## src/rtl/uart_rx_frame.sv

```systemverilog
// ----------------------------------------------------------------------------
// uart_rx_frame
// Oversampling UART receiver. A frame is a start bit, DATA_WIDTH data bits
// sent LSB first, an optional parity bit and one stop bit. Each bit is
// resolved by a 2-of-3 majority vote of samples taken around mid-bit.
// A good frame updates P_DATA and pulses data_valid for one cycle. A bad
// frame pulses parity_error and/or stop_error and leaves P_DATA unchanged.
//
// Ports
//   CLK          oversampling clock (Prescale x baud)
//   RST          asynchronous reset, active-low
//   RX_IN        serial line, idle high
//   PAR_EN       1 = frame carries a parity bit (captured at start of frame)
//   PAR_TYP      0 = even, 1 = odd parity (captured at start of frame)
//   Prescale     oversampling ratio: 16 or 32, any other value means 8
//   P_DATA       last good received word
//   data_valid   one-cycle pulse when P_DATA is updated
//   parity_error one-cycle pulse on parity mismatch
//   stop_error   one-cycle pulse on a stop bit sampled as 0
//
// Build option
//   UART_RX_SYNC_EN  when defined, RX_IN goes through a 2-flop synchroniser
//                    (reset value 1) first, which adds 2 CLK of latency.
//                    When undefined, RX_IN must already be synchronous to CLK.
// ----------------------------------------------------------------------------
module uart_rx_frame #(
    parameter int DATA_WIDTH = 8,
    parameter int PRESCALE_W = 6
) (
    input  logic                  CLK,
    input  logic                  RST,
    input  logic                  RX_IN,
    input  logic                  PAR_EN,
    input  logic                  PAR_TYP,
    input  logic [PRESCALE_W-1:0] Prescale,
    output logic [DATA_WIDTH-1:0] P_DATA,
    output logic                  data_valid,
    output logic                  parity_error,
    output logic                  stop_error
);

    localparam int BC_W = (DATA_WIDTH > 1) ? $clog2(DATA_WIDTH) : 1;

    typedef enum logic [2:0] {
        IDLE   = 3'd0,
        START  = 3'd1,
        DATA   = 3'd2,
        PARITY = 3'd3,
        STOP   = 3'd4
    } state_t;

    // 2-of-3 majority vote of the three mid-bit samples
    function automatic logic maj3(input logic a, input logic b, input logic c);
        return (a & b) | (a & c) | (b & c);
    endfunction

    // Parity bit the transmitter appends: XOR for even, XNOR for odd
    function automatic logic par_calc(input logic [DATA_WIDTH-1:0] d, input logic odd);
        return odd ? ~^d : ^d;
    endfunction

    logic                  w_rx;
    logic [5:0]            w_presc_dec;
    logic [5:0]            w_half;
    logic                  w_bit_end;
    logic                  w_samp0;
    logic                  w_samp1;
    logic                  w_resolve;
    logic                  w_maj;

    state_t                r_state;
    logic [5:0]            r_presc;
    logic [5:0]            r_edge_cnt;
    logic [BC_W-1:0]       r_bit_cnt;
    logic [DATA_WIDTH-1:0] r_shift;
    logic                  r_s0;
    logic                  r_s1;
    logic                  r_par_en;
    logic                  r_par_typ;
    logic                  r_par_bad;
    logic                  r_stop_ok;

`ifdef UART_RX_SYNC_EN
    logic [1:0] r_sync;

    // Two-flop synchroniser; idles high so reset never looks like a start bit
    always_ff @(posedge CLK or negedge RST) begin
        if (!RST) begin
            r_sync <= 2'b11;
        end else begin
            r_sync <= {r_sync[0], RX_IN};
        end
    end

    assign w_rx = r_sync[1];
`else
    assign w_rx = RX_IN;
`endif

    // Effective oversampling ratio: only 16 and 32 are honoured, else 8
    always_comb begin
        w_presc_dec = 6'd8;
        if (Prescale == PRESCALE_W'(16)) begin
            w_presc_dec = 6'd16;
        end else if (Prescale == PRESCALE_W'(32)) begin
            w_presc_dec = 6'd32;
        end else begin
            w_presc_dec = 6'd8;
        end
    end

    // Sample points around mid-bit and the bit-end marker for the held ratio
    always_comb begin
        w_half    = r_presc >> 1;
        w_bit_end = (r_edge_cnt == (r_presc - 6'd1));
        w_samp0   = (r_edge_cnt == (w_half - 6'd1));
        w_samp1   = (r_edge_cnt == w_half);
        w_resolve = (r_edge_cnt == (w_half + 6'd1));
        w_maj     = maj3(r_s0, r_s1, w_rx);
    end

    // Receive FSM with counters, sample capture and registered frame result
    always_ff @(posedge CLK or negedge RST) begin
        if (!RST) begin
            r_state      <= IDLE;
            r_presc      <= 6'd8;
            r_edge_cnt   <= 6'd0;
            r_bit_cnt    <= '0;
            r_shift      <= '0;
            r_s0         <= 1'b1;
            r_s1         <= 1'b1;
            r_par_en     <= 1'b0;
            r_par_typ    <= 1'b0;
            r_par_bad    <= 1'b0;
            r_stop_ok    <= 1'b1;
            P_DATA       <= '0;
            data_valid   <= 1'b0;
            parity_error <= 1'b0;
            stop_error   <= 1'b0;
        end else begin
            data_valid   <= 1'b0;
            parity_error <= 1'b0;
            stop_error   <= 1'b0;

            if (r_state != IDLE) begin
                r_edge_cnt <= w_bit_end ? 6'd0 : (r_edge_cnt + 6'd1);
                if (w_samp0) begin
                    r_s0 <= w_rx;
                end
                if (w_samp1) begin
                    r_s1 <= w_rx;
                end
            end

            case (r_state)
                IDLE: begin
                    // Ratio is tracked while idle and frozen once a frame starts
                    r_presc    <= w_presc_dec;
                    r_edge_cnt <= 6'd0;
                    r_bit_cnt  <= '0;
                    if (!w_rx) begin
                        r_state   <= START;
                        r_par_en  <= PAR_EN;
                        r_par_typ <= PAR_TYP;
                        r_par_bad <= 1'b0;
                    end
                end

                START: begin
                    if (w_resolve && w_maj) begin
                        // Start bit did not hold low at mid-bit: treat as glitch
                        r_state    <= IDLE;
                        r_edge_cnt <= 6'd0;
                    end else if (w_bit_end) begin
                        r_state   <= DATA;
                        r_bit_cnt <= '0;
                    end
                end

                DATA: begin
                    if (w_resolve) begin
                        r_shift[r_bit_cnt] <= w_maj;
                    end
                    if (w_bit_end) begin
                        if (r_bit_cnt == BC_W'(DATA_WIDTH - 1)) begin
                            r_bit_cnt <= '0;
                            r_state   <= r_par_en ? PARITY : STOP;
                        end else begin
                            r_bit_cnt <= r_bit_cnt + {{(BC_W-1){1'b0}}, 1'b1};
                        end
                    end
                end

                PARITY: begin
                    if (w_resolve && (w_maj != par_calc(r_shift, r_par_typ))) begin
                        r_par_bad <= 1'b1;
                    end
                    if (w_bit_end) begin
                        r_state <= STOP;
                    end
                end

                STOP: begin
                    if (w_resolve) begin
                        r_stop_ok <= w_maj;
                    end
                    if (w_bit_end) begin
                        if (r_par_bad || !r_stop_ok) begin
                            parity_error <= r_par_bad;
                            stop_error   <= !r_stop_ok;
                        end else begin
                            P_DATA     <= r_shift;
                            data_valid <= 1'b1;
                        end
                        // Line already low here means the next start bit has begun
                        if (!w_rx) begin
                            r_state   <= START;
                            r_par_en  <= PAR_EN;
                            r_par_typ <= PAR_TYP;
                            r_par_bad <= 1'b0;
                        end else begin
                            r_state <= IDLE;
                        end
                    end
                end

                default: begin
                    r_state    <= IDLE;
                    r_edge_cnt <= 6'd0;
                    r_bit_cnt  <= '0;
                end
            endcase
        end
    end

endmodule

```

## config.mk

```make
export PLATFORM = sky130hd
export DESIGN_NAME = uart_rx_frame
export DESIGN_NICKNAME = d
export VERILOG_FILES = /design/src/rtl/uart_rx_frame.sv
export SDC_FILE = /design/constraint.sdc
export NUM_CORES = 1
export LEC_CHECK = 0
export ABC_AREA = 1
export BUFFER_PORTS_ARGS = -buffer_cell sky130_fd_sc_hd__buf_2
export CAP_MARGIN = 40
export CORE_MARGIN = 1.5
export CORE_UTILIZATION = 30
export DETAILED_ROUTE_END_ITERATION = 10
export GPL_TIMING_DRIVEN = 1
export PLACE_DENSITY = 0.6
export SLEW_MARGIN = 25
export SYNTH_ARGS = -nofsm -noshare
export SYNTH_HDL_FRONTEND = slang
export SYNTH_SLANG_ARGS = --single-unit
export TNS_END_PERCENT = 10
```

## constraint.sdc

```tcl
create_clock -name CLK -period 1.9 [get_ports CLK]
set_clock_uncertainty 0.15 [all_clocks]
set_input_delay 0.38 -clock CLK [delete_from_list [all_inputs] [get_ports CLK]]
set_output_delay 0.38 -clock CLK [all_outputs]
set_load 0.005 [all_outputs]
```

==> results.cfg <==
[outcome]
status = complete, but fails checks
violations = negative setup slack

[floorplan]
dieWidth_um = 90.8
coreArea_um2 = 7370
fp-row-count = 31
fp.dieH_um = 90.8
start_util = 0.314
io_pins = 22
die_area_um2 = 8240

[power_and_ir_drop]
power_leakage_nw = 1.52
ir_drop_mv = 0.434
p_total_mw = 3.50
power.density_nw_per_um2 = 1200

[sta]
holdWs_ns = 0.179
drv_slew = 0
setup_viol = 14
relSlewSlack = 0.707
finalCriticalPeriod_ns = 1.99
rsz0062_at_grt = true
tightestPinTransition_ns = 0.439
fin_crit_sh = 1.05
finalHoldViolations = 0
max_freq_mhz = 502
tns_ns = -0.933
finalWorstSetupSlack_ns = -0.0919

[setup_path]
worstRegToRegCells = 9
arrival_ns = 2.05
r2r_end = P_DATA[1]
critical_path_required_ns = 1.95
crit_type = register to register
critPathLaunchType = register
path_max_fanout = 8
regToRegSetupSlack_ns = -0.09
startpoint = r_presc[3]
reg2reg_from = r_presc[3]
end_kind = register

[hold_path]
hold_end = r_par_typ
hold_start = PAR_TYP
hp-class = input pin to register
holdPathStages = 3

[clock_network]
cts.clk_slew.worst_paths_ns = 0.09
clock_path_buffers = 2
cts_root_buf = clkbuf_8
clkLatencyLatePin_ns = 0.30
clock_sinks = 40
cts-buffers-inserted = 5
cts_tree = done
htreeDepth = 2

[grt]
antenna_found_initial = 0
gr-usage-met3 = 0.0278
grt_pass1_wl_um = 9060
grtUsageTotal = 0.137
use_met2 = 0.221
grt.overflow.total = 0
grt_max_degree = 24
grt_pass1_vias = 1949
grt.met1_usage = 0.180
top_usage_layer = met2

[placed_design]
portBuffers = 21
dp_hpwl_um = 3800
place_congestion = 0.834
place_ws_ns = -0.130
dp.cells = 452
dpl_cell_area_um2 = 2710

[route]
drt_iter0_drc = 103
first_pass_iters = 6
via_count = 2057
ant_nets = 0
viasPerCell = 4.45
routed_wirelength_um = 5090
drc_errors = 0
routedWlPerCell_um = 11.0

[flow_run]
max_cap_viol_count = 0

[logic_synthesis]
ys_seq_area_frac = 0.435
yosysTopAreaCell = dfrtp_1
synthCells = 313
yosysWarnings = 0
synth_area_um2 = 2310
synthTopCellsByArea = dfrtp_1 39%, nand2_1 14%, inv_1 8.1%, nand3_1 6.5%, o21ai_0 4.8%
synth-seq-cells = 40
avgSynthCellArea_um2 = 7.38
yosysTopAreaCellShare = 0.390
synth.distinct_cells = 29
synth_fp_nets = 330

[final_layout]
area_delta_synth_final_pct = 26.1
finish.utilization = 0.395
ff_latch_area_um2 = 1010
n_antenna_cell = 0
multiInputGateArea_um2 = 1180
fill_cells = 763
instances_no_fill = 462
drive_gt1_frac = 0.212
nets = 379
fin_area_um2 = 2910
==> metal layers <==
metal | vias up | wire, um
li1 | 1091 | -
met1 | 937 | 2530
met2 | 24 | 2360
met3 | 5 | 132
met4 | 0 | 68
met5 | - | 0
==> where the power goes <==
group	switching, mW	internal, mW
sequential	0.134	1.03
combinational	0.929	0.684
clock	0.325	0.396
==> registers in the layout (all words and copies together) (netlist names) <==
register,cells
r_stop_ok,1
P_DATA,8
r_bit_cnt,3
r_shift,8
stop_error,1
r_state,3
r_edge_cnt,6
r_s1,1
data_valid,1
r_par_typ,1
r_par_bad,1
r_par_en,1
parity_error,1
r_presc,3
r_s0,1
==> area by class of cell <==
cell class / instances / share of cell area
well taps: 99 / 0.0425
flip-flops and latches: 40 / 0.345
multi-input cells: 220 / 0.407
inverters: 52 / 0.0678
clock buffers: 5 / 0.0236
repair buffers: 43 / 0.0979
clock inverters: 3 / 0.0163
==> cell usage after synthesis, drive strengths merged <==
cell type,instances
ha,6
a21boi,1
a31oi,1
nor3b,1
nand3,31
dfrtp,36
a21oi,6
o21a,1
nor3,7
nand2,89
inv,52
nand4,5
buf,2
dfstp,4
o22ai,1
xor2,4
xnor2,6
nor2,27
o21ai,33
==> worst max path at each step <==
stage / endpoint / slack [ns] / cells past startpoint
2_1_floorplan: P_DATA[7] / -0.07 / 10
3_3_place_gp: P_DATA[0] / -0.10 / 9
3_5_place_dp: P_DATA[4] / -0.13 / 9
4_1_cts: P_DATA[4] / -0.08 / 9
5_1_grt: P_DATA[2] / -0.21 / 9
6_report: P_DATA[1] / -0.09 / 9
==> cell families (layout without fill, tap and decap cells) <==
group	count (synthesis)	after routing	share of synthesized area
AOI/OAI and AO/OA	43	43	0.0980
xor gates and xnor gates	10	10	0.0379
adders and majority gates	6	6	0.0325
buffers and inverters	54	103	0.0915
DFF	40	40	0.435
and+or+nand+nor	160	161	0.305
==> critical path, cell delays in order (launching register included) <==
cell and delay (ns):
dfstp_2 0.54, inv_2 0.05, ha_4 0.23, xnor2_1 0.13, nor3_2 0.17, nand2_4 0.12, inv_4 0.11, nand4_4 0.16
o21ai_1 0.17, inv_1 0.05
==> repair_timing <==
action / in CTS / in global routing
pin swaps: 0 / 2
resized for setup: 8 / 12
hold endpoints to repair: 13 / 0
hold buffers: 1 / 0
gates cloned: 1 / 0
endpoints found under the setup margin: 17 / 28
buffers inserted: 0 / 0
==> layout by cell type (no fill, tap or decap), types with 2 or more instances in the layout <==
cell,Yosys,final
a21oi_1,6,5
buf_2,1,21
buf_4,0,20
clkbuf_8,0,5
clkinv_4,0,2
dfrtp_1,36,36
dfstp_2,4,4
ha_1,6,5
inv_1,50,49
inv_2,2,2
nand2_1,87,86
nand2_2,2,2
nand3_1,30,28
nand3_2,1,3
nand4_1,4,4
nand4_4,1,2
nor2_1,25,25
nor2_4,1,2
nor3_1,6,5
nor3_2,1,2
o21ai_0,22,16
o21ai_1,10,13
o21ai_2,1,4
xnor2_1,6,5
xor2_1,4,3
(Power assumes the default switching activity.)
